==> config.mk <==
export PLATFORM = sky130hd
export DESIGN_NAME = cond_branch_unit
export DESIGN_NICKNAME = d
export VERILOG_FILES = /design/src/rtl/cond_branch_unit.sv
export SDC_FILE = /design/constraint.sdc
export NUM_CORES = 1
export LEC_CHECK = 0
export ABC_CLOCK_PERIOD_IN_PS = 4150
export CAP_MARGIN = 20
export CORE_MARGIN = 10
export CORE_UTILIZATION = 35
export CTS_BUF_LIST = sky130_fd_sc_hd__clkbuf_4 sky130_fd_sc_hd__clkbuf_8
export CTS_CLUSTER_DIAMETER = 200
export DETAILED_ROUTE_END_ITERATION = 16
export PLACE_DENSITY = 0.77
export SLEW_MARGIN = 30
export SYNTH_ARGS = -nofsm -noshare
export SYNTH_HDL_FRONTEND = slang
export SYNTH_SLANG_ARGS = --single-unit
==> constraint.sdc <==
create_clock -name clk -period 4.15 [get_ports clk]
set_input_delay 0.83 -clock clk [delete_from_list [all_inputs] [get_ports clk]]
set_output_delay 0.83 -clock clk [all_outputs]
set_load 0.005 [all_outputs]
==> src/rtl/cond_branch_unit.sv <==
// Conditional branch resolver: holds the committed NZCV flags, evaluates branches and issues fetch redirects.
// Optional feature macro: COND_FWD_EN forwards same-cycle ALU flags into branch evaluation instead of stalling.
module cond_branch_unit (
  input  logic        clk,
  input  logic        rst,
  input  logic        flag_we,
  input  logic        flag_n,
  input  logic        flag_z,
  input  logic        flag_c,
  input  logic        flag_v,
  input  logic        br_valid,
  input  logic [3:0]  br_cond,
  input  logic [63:0] br_target,
  output logic        br_ready,
  output logic        redir_valid,
  output logic [63:0] redir_target,
  input  logic        redir_ready,
  output logic        stall,
  output logic [3:0]  cpsr,
  output logic [15:0] taken_cnt
);

  typedef enum logic [1:0] {
    S_IDLE       = 2'd0,
    S_WAIT_FLAGS = 2'd1,
    S_REDIRECT   = 2'd2
  } state_e;

  state_e      state_q, state_d;
  logic [3:0]  cpsr_q, cpsr_d;
  logic [3:0]  cond_q, cond_d;
  logic [63:0] target_q, target_d;
  logic [15:0] taken_cnt_q, taken_cnt_d;
  logic        taken_s;
  logic [3:0]  flags_in_s;

  // Flags are packed {N,Z,C,V}; unlisted condition codes are never taken.
  function automatic logic cond_met(input logic [3:0] cond, input logic [3:0] f);
    case (cond)
      4'b0000: cond_met = f[2];
      4'b0001: cond_met = ~f[2];
      4'b1000: cond_met = f[1] & ~f[2];
      4'b1011: cond_met = f[3] ^ f[0];
      4'b1110: cond_met = 1'b1;
      default: cond_met = 1'b0;
    endcase
  endfunction

  assign flags_in_s = {flag_n, flag_z, flag_c, flag_v};

  // Next-state, flag commit, branch capture and taken-count logic.
  always_comb begin
    state_d     = state_q;
    cond_d      = cond_q;
    target_d    = target_q;
    taken_s     = 1'b0;
    if (flag_we) begin
      cpsr_d = flags_in_s;
    end else begin
      cpsr_d = cpsr_q;
    end
    case (state_q)
      S_IDLE: begin
        if (br_valid) begin
          cond_d = br_cond;
`ifdef COND_FWD_EN
          if (cond_met(br_cond, flag_we ? flags_in_s : cpsr_q)) begin
            state_d  = S_REDIRECT;
            target_d = br_target;
            taken_s  = 1'b1;
          end else begin
            state_d = S_IDLE;
          end
`else
          // Flags are still in flight: park the branch for one cycle.
          if (flag_we) begin
            state_d  = S_WAIT_FLAGS;
            target_d = br_target;
          end else if (cond_met(br_cond, cpsr_q)) begin
            state_d  = S_REDIRECT;
            target_d = br_target;
            taken_s  = 1'b1;
          end else begin
            state_d = S_IDLE;
          end
`endif
        end else begin
          state_d = S_IDLE;
        end
      end
      S_WAIT_FLAGS: begin
        if (cond_met(cond_q, cpsr_q)) begin
          state_d = S_REDIRECT;
          taken_s = 1'b1;
        end else begin
          state_d = S_IDLE;
        end
      end
      S_REDIRECT: begin
        if (redir_ready) begin
          state_d = S_IDLE;
        end else begin
          state_d = S_REDIRECT;
        end
      end
      default: state_d = S_IDLE;
    endcase
    if (taken_s && (taken_cnt_q != 16'hFFFF)) begin
      taken_cnt_d = taken_cnt_q + 16'd1;
    end else begin
      taken_cnt_d = taken_cnt_q;
    end
  end

  // State and data registers with synchronous reset.
  always_ff @(posedge clk) begin
    if (rst) begin
      state_q     <= S_IDLE;
      cpsr_q      <= 4'd0;
      cond_q      <= 4'd0;
      target_q    <= 64'd0;
      taken_cnt_q <= 16'd0;
    end else begin
      state_q     <= state_d;
      cpsr_q      <= cpsr_d;
      cond_q      <= cond_d;
      target_q    <= target_d;
      taken_cnt_q <= taken_cnt_d;
    end
  end

  assign br_ready     = (state_q == S_IDLE);
  assign stall        = (state_q != S_IDLE);
  assign redir_valid  = (state_q == S_REDIRECT);
  assign redir_target = target_q;
  assign cpsr         = cpsr_q;
  assign taken_cnt    = taken_cnt_q;

endmodule

* Word-level counts from Yosys, hierarchy flattened
Index checks and enable logic that the tools add are counted.
** Word-level totals
- Flip-flop bits (word level) :: 90
- Latch bits :: 0
- RAM bits :: 0
- Bits in read-only memories :: 0
- Logic and storage cells :: 47
- Memories kept :: 0
** Operators by class
- Add/sub/neg operators :: 1
- Multipliers :: 0
- Div/mod/pow operators :: 0
- $lt $le $gt $ge :: 0
- Eq/ne operators :: 11
- Shift-type cells :: 0
- Muxes and demuxes :: 19
- Bitwise operators :: 3
- Reduce and logical (&&, ||, !) cells :: 8
** Operators by type and width (count)
- 64-bit two-way mux :: 2
- 4-bit == test, second input constant :: 6
- 16-bit by 1-bit adder with 16-bit output, second input constant :: 1
- 16-bit != test, second input constant :: 1
- 2-bit two-way mux :: 5
- 1-bit one-hot mux with 5 select lines :: 2
- 4-bit by 1-bit == test with 1-bit output, second input constant :: 2
- 4-bit zero test :: 2
- 1-bit two-way mux :: 8
- 2-bit one-hot mux with 3 select lines :: 1
- 2-bit nonzero test :: 2
- 3-bit AND reduction :: 1
- 2-bit by 1-bit == test with 1-bit output, second input constant :: 1
- 2-bit == test, second input constant :: 1
- 2-bit zero test :: 1
- 1-bit one-hot mux with 2 select lines :: 1
- 2-bit AND reduction :: 1
- 1-bit bitwise AND :: 1
- 1-bit logical AND :: 1
- 1-bit inverter :: 1
- 1-bit XOR :: 1

* Logic depth before layout (Yosys ltp)
- Word-level depth :: 11
- Gate-level depth with buffers :: 8
- Depth with buffers taken out :: 6

* Worst setup path before layout
OpenSTA, ideal clock, no wires.
- Path type :: input to register
- Start :: in br_cond[0]
- End :: reg taken_cnt_q[3] (netlist: taken_cnt[3])
- Data arrival time :: 2.337 ns
- Data required time :: 4.027 ns
- Setup slack :: 1.690 ns
- Stages :: 6
- Path buffers :: 1
- Path through :: nor4bb_1 > a22oi_1 > a2111o_1 > buf_2 > a21oi_2 > mux2_1
** On the way
- Cells in the longest elaborated chain, start to end :: 10
- Elaborated cells between the ends (all ways) :: 14
- Classes of those cells :: eq/ne: 4; mux: 8; reduce/logical: 2
** RTL lines
- from (decl) :: RTL line 12 : input logic [3:0] br_cond,
- 4-bit == test (tied with other cells) :: RTL line 39 : case (cond)
- 1-bit one-hot mux with 5 select lines (*) :: RTL line 39
- 1-bit two-way mux (*) :: RTL line 76 : if (flag_we) begin
- 1-bit two-way mux (*) :: RTL line 64 : if (br_valid) begin
- 1-bit two-way mux (*) :: RTL line 62 : case (state_q)
- 1-bit two-way mux (*) :: RTL line 79 : end else if (cond_met(br_cond, cpsr_q)) begin
- 1-bit two-way mux (*) :: RTL line 76
- 1-bit two-way mux (*) :: RTL line 64
- 1-bit one-hot mux with 2 select lines (*) :: RTL line 62
- 1-bit logical AND (*) :: RTL line 108 : if (taken_s && (taken_cnt_q != 16'hFFFF)) begin
- to (signal assigned) :: RTL line 128 : taken_cnt_q <= taken_cnt_d;
- to (decl) :: RTL line 33 : logic [15:0] taken_cnt_q, taken_cnt_d;
Every way passes the cells marked *; elsewhere a longest branch is shown, timed or not. The select of a mux whose other input is x is not followed.
A chain may end at the register's enable or synchronous reset.

* Worst setup path in the final report
- Start :: in br_cond[0]
- End :: reg taken_cnt_q[8] (netlist: taken_cnt[8])
Same word-level chain as after synthesis.

==> metrics.cfg <==
[final_layout]
num-fill-cells = 932
layout_commonest_cell = clkdlybuf4s50_1
finalInstanceArea_mm2 = 0.00568
antenna_cells = 0
layout-drive-gt1-share_pct = 7.37
syn_to_final_growth_pct = 51.3
fin_nets = 616
fin_util_pct = 54.8
final_cell_mix = clkdlybuf4s50_1 (162), dfxtp_1 (90), nor2_1 (83), mux2i_1 (68), nor2b_1 (14)

[power_and_ir_drop]
p_leak_nw = 2.43
finalPower_mw = 1.82
power_density_mw_per_mm2 = 320
max-vdd-ir-drop_mv = 0.167

[critical_path]
slowest_delay_ns = 0.68
cp.required_ns = 4.40
crit_buf_inv = 1
r2r-end = taken_cnt[5]$_SDFFE_PP0P_
timing.rr.start = taken_cnt[0]$_SDFFE_PP0P_
r2r_slack_ns = 1.45
endpoint_kind = flip-flop
rr_worst_depth = 6
cp_top_family = compound AO/OA/AOI/OAI gates
critical-path-slowest-cell = a2111o_1
critPathArrivalTime_ns = 3.18
crit_path_start_kind = input port
worst-setup-path-type = in2reg
path_cells = clkdlybuf4s50_1, nor4bb_1, a22oi_1, a2111o_1, a21boi_0, mux2_2
cp_max_fo = 16

[route]
dr.first_iter.drc_count = 149
vias = 3257
ant_nets = 0
dr.pass1.iters = 6
wl_mm = 10.8
wl_per_cell_um = 16.0
viasPerCell = 4.80
drc = 0

[worst_hold_path]
hp-class = reg2reg
holdCritStartpoint = cond_q[1]$_SDFFE_PP0P_
hold_end = cond_q[1]$_SDFFE_PP0P_
whs_path_depth = 2

[floorplan]
placementRows = 37
die_w_um = 124
start_util_pct = 36.2
die_area_mm2 = 0.0153
io_pins = 164
die_h_um = 124
core-area_mm2 = 0.0104

[cts]
hold_buffers = 0
cts_made_buffers = 9
postCtsSetupRepairBufs = 0
cts_max_path_buffers = 2
clock_sinks = 90
cts_resized = 0
cts_root_buf = clkbuf_8
h-tree-depth = 3
clock_latency_ns = 0.35
clk_pin_slew_worst_paths_ns = 0.09
cts_tree = yes

[sta]
setup_violations = 0
period_share_pct = 70.6
worstMarginPinSlew_ns = 0.735
finClkSkew_ns = 0.00878
hold_violations = 0
drv_slew = 0
fin_ws_ns = 1.22
maxSlewHeadroom_pct = 51.0
rsz0062_at_grt = no
layout_min_cycle_time_ns = 2.93
fmax_ghz = 0.342
fin_setup_tns_ns = 0

[synth]
syn_area_per_cell_um2 = 9.78
ys.flop_type = dfxtp_1
synth.area.mux_share_pct = 21.7
netlist_top_cells_area = dfxtp_1 (48%), mux2i_1 (18%), nor2_1 (8.3%)
synth.net_count = 462
async_flop_share_pct = 0
yosysTopAreaCellShare_pct = 48.0
synth-simple-area-share_pct = 19.4
yosysWarnings = 0
seq_area_frac_synth_pct = 48.0
synth_top_family_by_area = multiplexers
synth-edff-count = 0
synthesis.area_mm2 = 0.00375
synth_compound_area_share_pct = 6.97
ys_seq_elements = 90
synth_cells = 384
yosysTopAreaCell = dfxtp_1
synth-xor-area-share_pct = 0.467
synth_adder_area_share_pct = 0.333
yosysUniqueCellTypes = 49

[placement]
numPortBuffers = 163
dp_hpwl_mm = 8.16
dpl_cell_area_mm2 = 0.00549
post-place-ws_ns = 0.864
gp_congestion = 0.818

[grt]
grt_pass1_vias = 3337
grt_overflow = 0
grt_start_max_net_pins = 103
antenna_found_initial = 0
grt_pass1_wl_mm = 16.9
grt_util_all_layers_pct = 13.9

[run_status]
status = complete, no violations

[flow_run]
max-cap-violations = 0

[state kept, by name, summed over array words and instances (netlist names)]
signal        count
cond_q            4
state_q           2
cpsr              4
taken_cnt        16
redir_target     64
[Yosys cell counts (2+ instances only)]
| library cell | instances |
|---|---|
| dfxtp_1 | 90 |
| nor2_1 | 83 |
| mux2i_1 | 68 |
| nor2b_1 | 14 |
| nand2_1 | 13 |
| clkbuf_1 | 11 |
| nand3_1 | 10 |
| buf_2 | 8 |
| a21oi_1 | 7 |
| a21oi_2 | 7 |
| mux2_1 | 7 |
| a211oi_1 | 5 |
| and3_1 | 5 |
| mux2_2 | 5 |
| nor3_1 | 5 |
| inv_1 | 4 |
| a21boi_0 | 3 |
| and2_1 | 3 |
| and4_1 | 3 |
| nand4b_1 | 3 |
| nand4_1 | 2 |
[metrics by stage]
step	instances	hold WS (ns)
floorplan	384	0.451
global placement	663	0.465
detailed placement	663	0.465
CTS	679	0.479
global route	679	0.504
finish	679	0.478
[final cells by class]
type	count	area (µm²)	area share (%)
clock buffer	13	166	2.93
clock inverter	3	22.5	0.396
inverter	4	15.0	0.264
multi-input combinational	268	1840	32.5
sequential	90	1800	31.7
tap	136	170	3.00
timing repair buffer	165	1660	29.2
[report_power, final]
group / internal, mW / switching [mW]
sequential: 0.907 / 0.0262
combinational: 0.194 / 0.120
clock: 0.267 / 0.305
total: 1.37 / 0.451
[routing by layer]
metal	global-route usage (%)	part of all wire [%]
met5	0	0
met2	23.5	49
met4	5.39	1.1
met1	14.6	38
met3	6.93	11
[how the worst max path moves through the flow]
stage | cells after the start | slack, ns | to | start
after floorplan | 6 | 1.69 | taken_cnt[3]$_SDFFE_PP0P_ | br_cond[0]
after global placement | 6 | 0.92 | taken_cnt[6]$_SDFFE_PP0P_ | br_cond[0]
after detailed placement | 6 | 0.86 | taken_cnt[8]$_SDFFE_PP0P_ | br_cond[0]
after CTS | 6 | 1.26 | taken_cnt[8]$_SDFFE_PP0P_ | br_cond[0]
after global routing | 6 | 1.05 | taken_cnt[2]$_SDFFE_PP0P_ | br_cond[0]
final | 6 | 1.22 | taken_cnt[8]$_SDFFE_PP0P_ | br_cond[0]
[cell families (layout without fill, tap and decap cells)]
| kind of cell | Yosys count | after routing |
|---|---|---|
| simple gates | 151 | 151 |
| fa+ha+maj | 1 | 1 |
| xor+xnor | 2 | 2 |
| mux | 80 | 80 |
| flops | 90 | 90 |
| compound gates | 34 | 34 |
| buf+inv | 26 | 185 |
[tightest hold or removal path, delay by kind of cell (launching register included)]
family	cells	cell delay [ns]
simple gates	1	0.06
compound gates	1	0.05
flops	1	0.33
(Power assumes the default switching activity.)
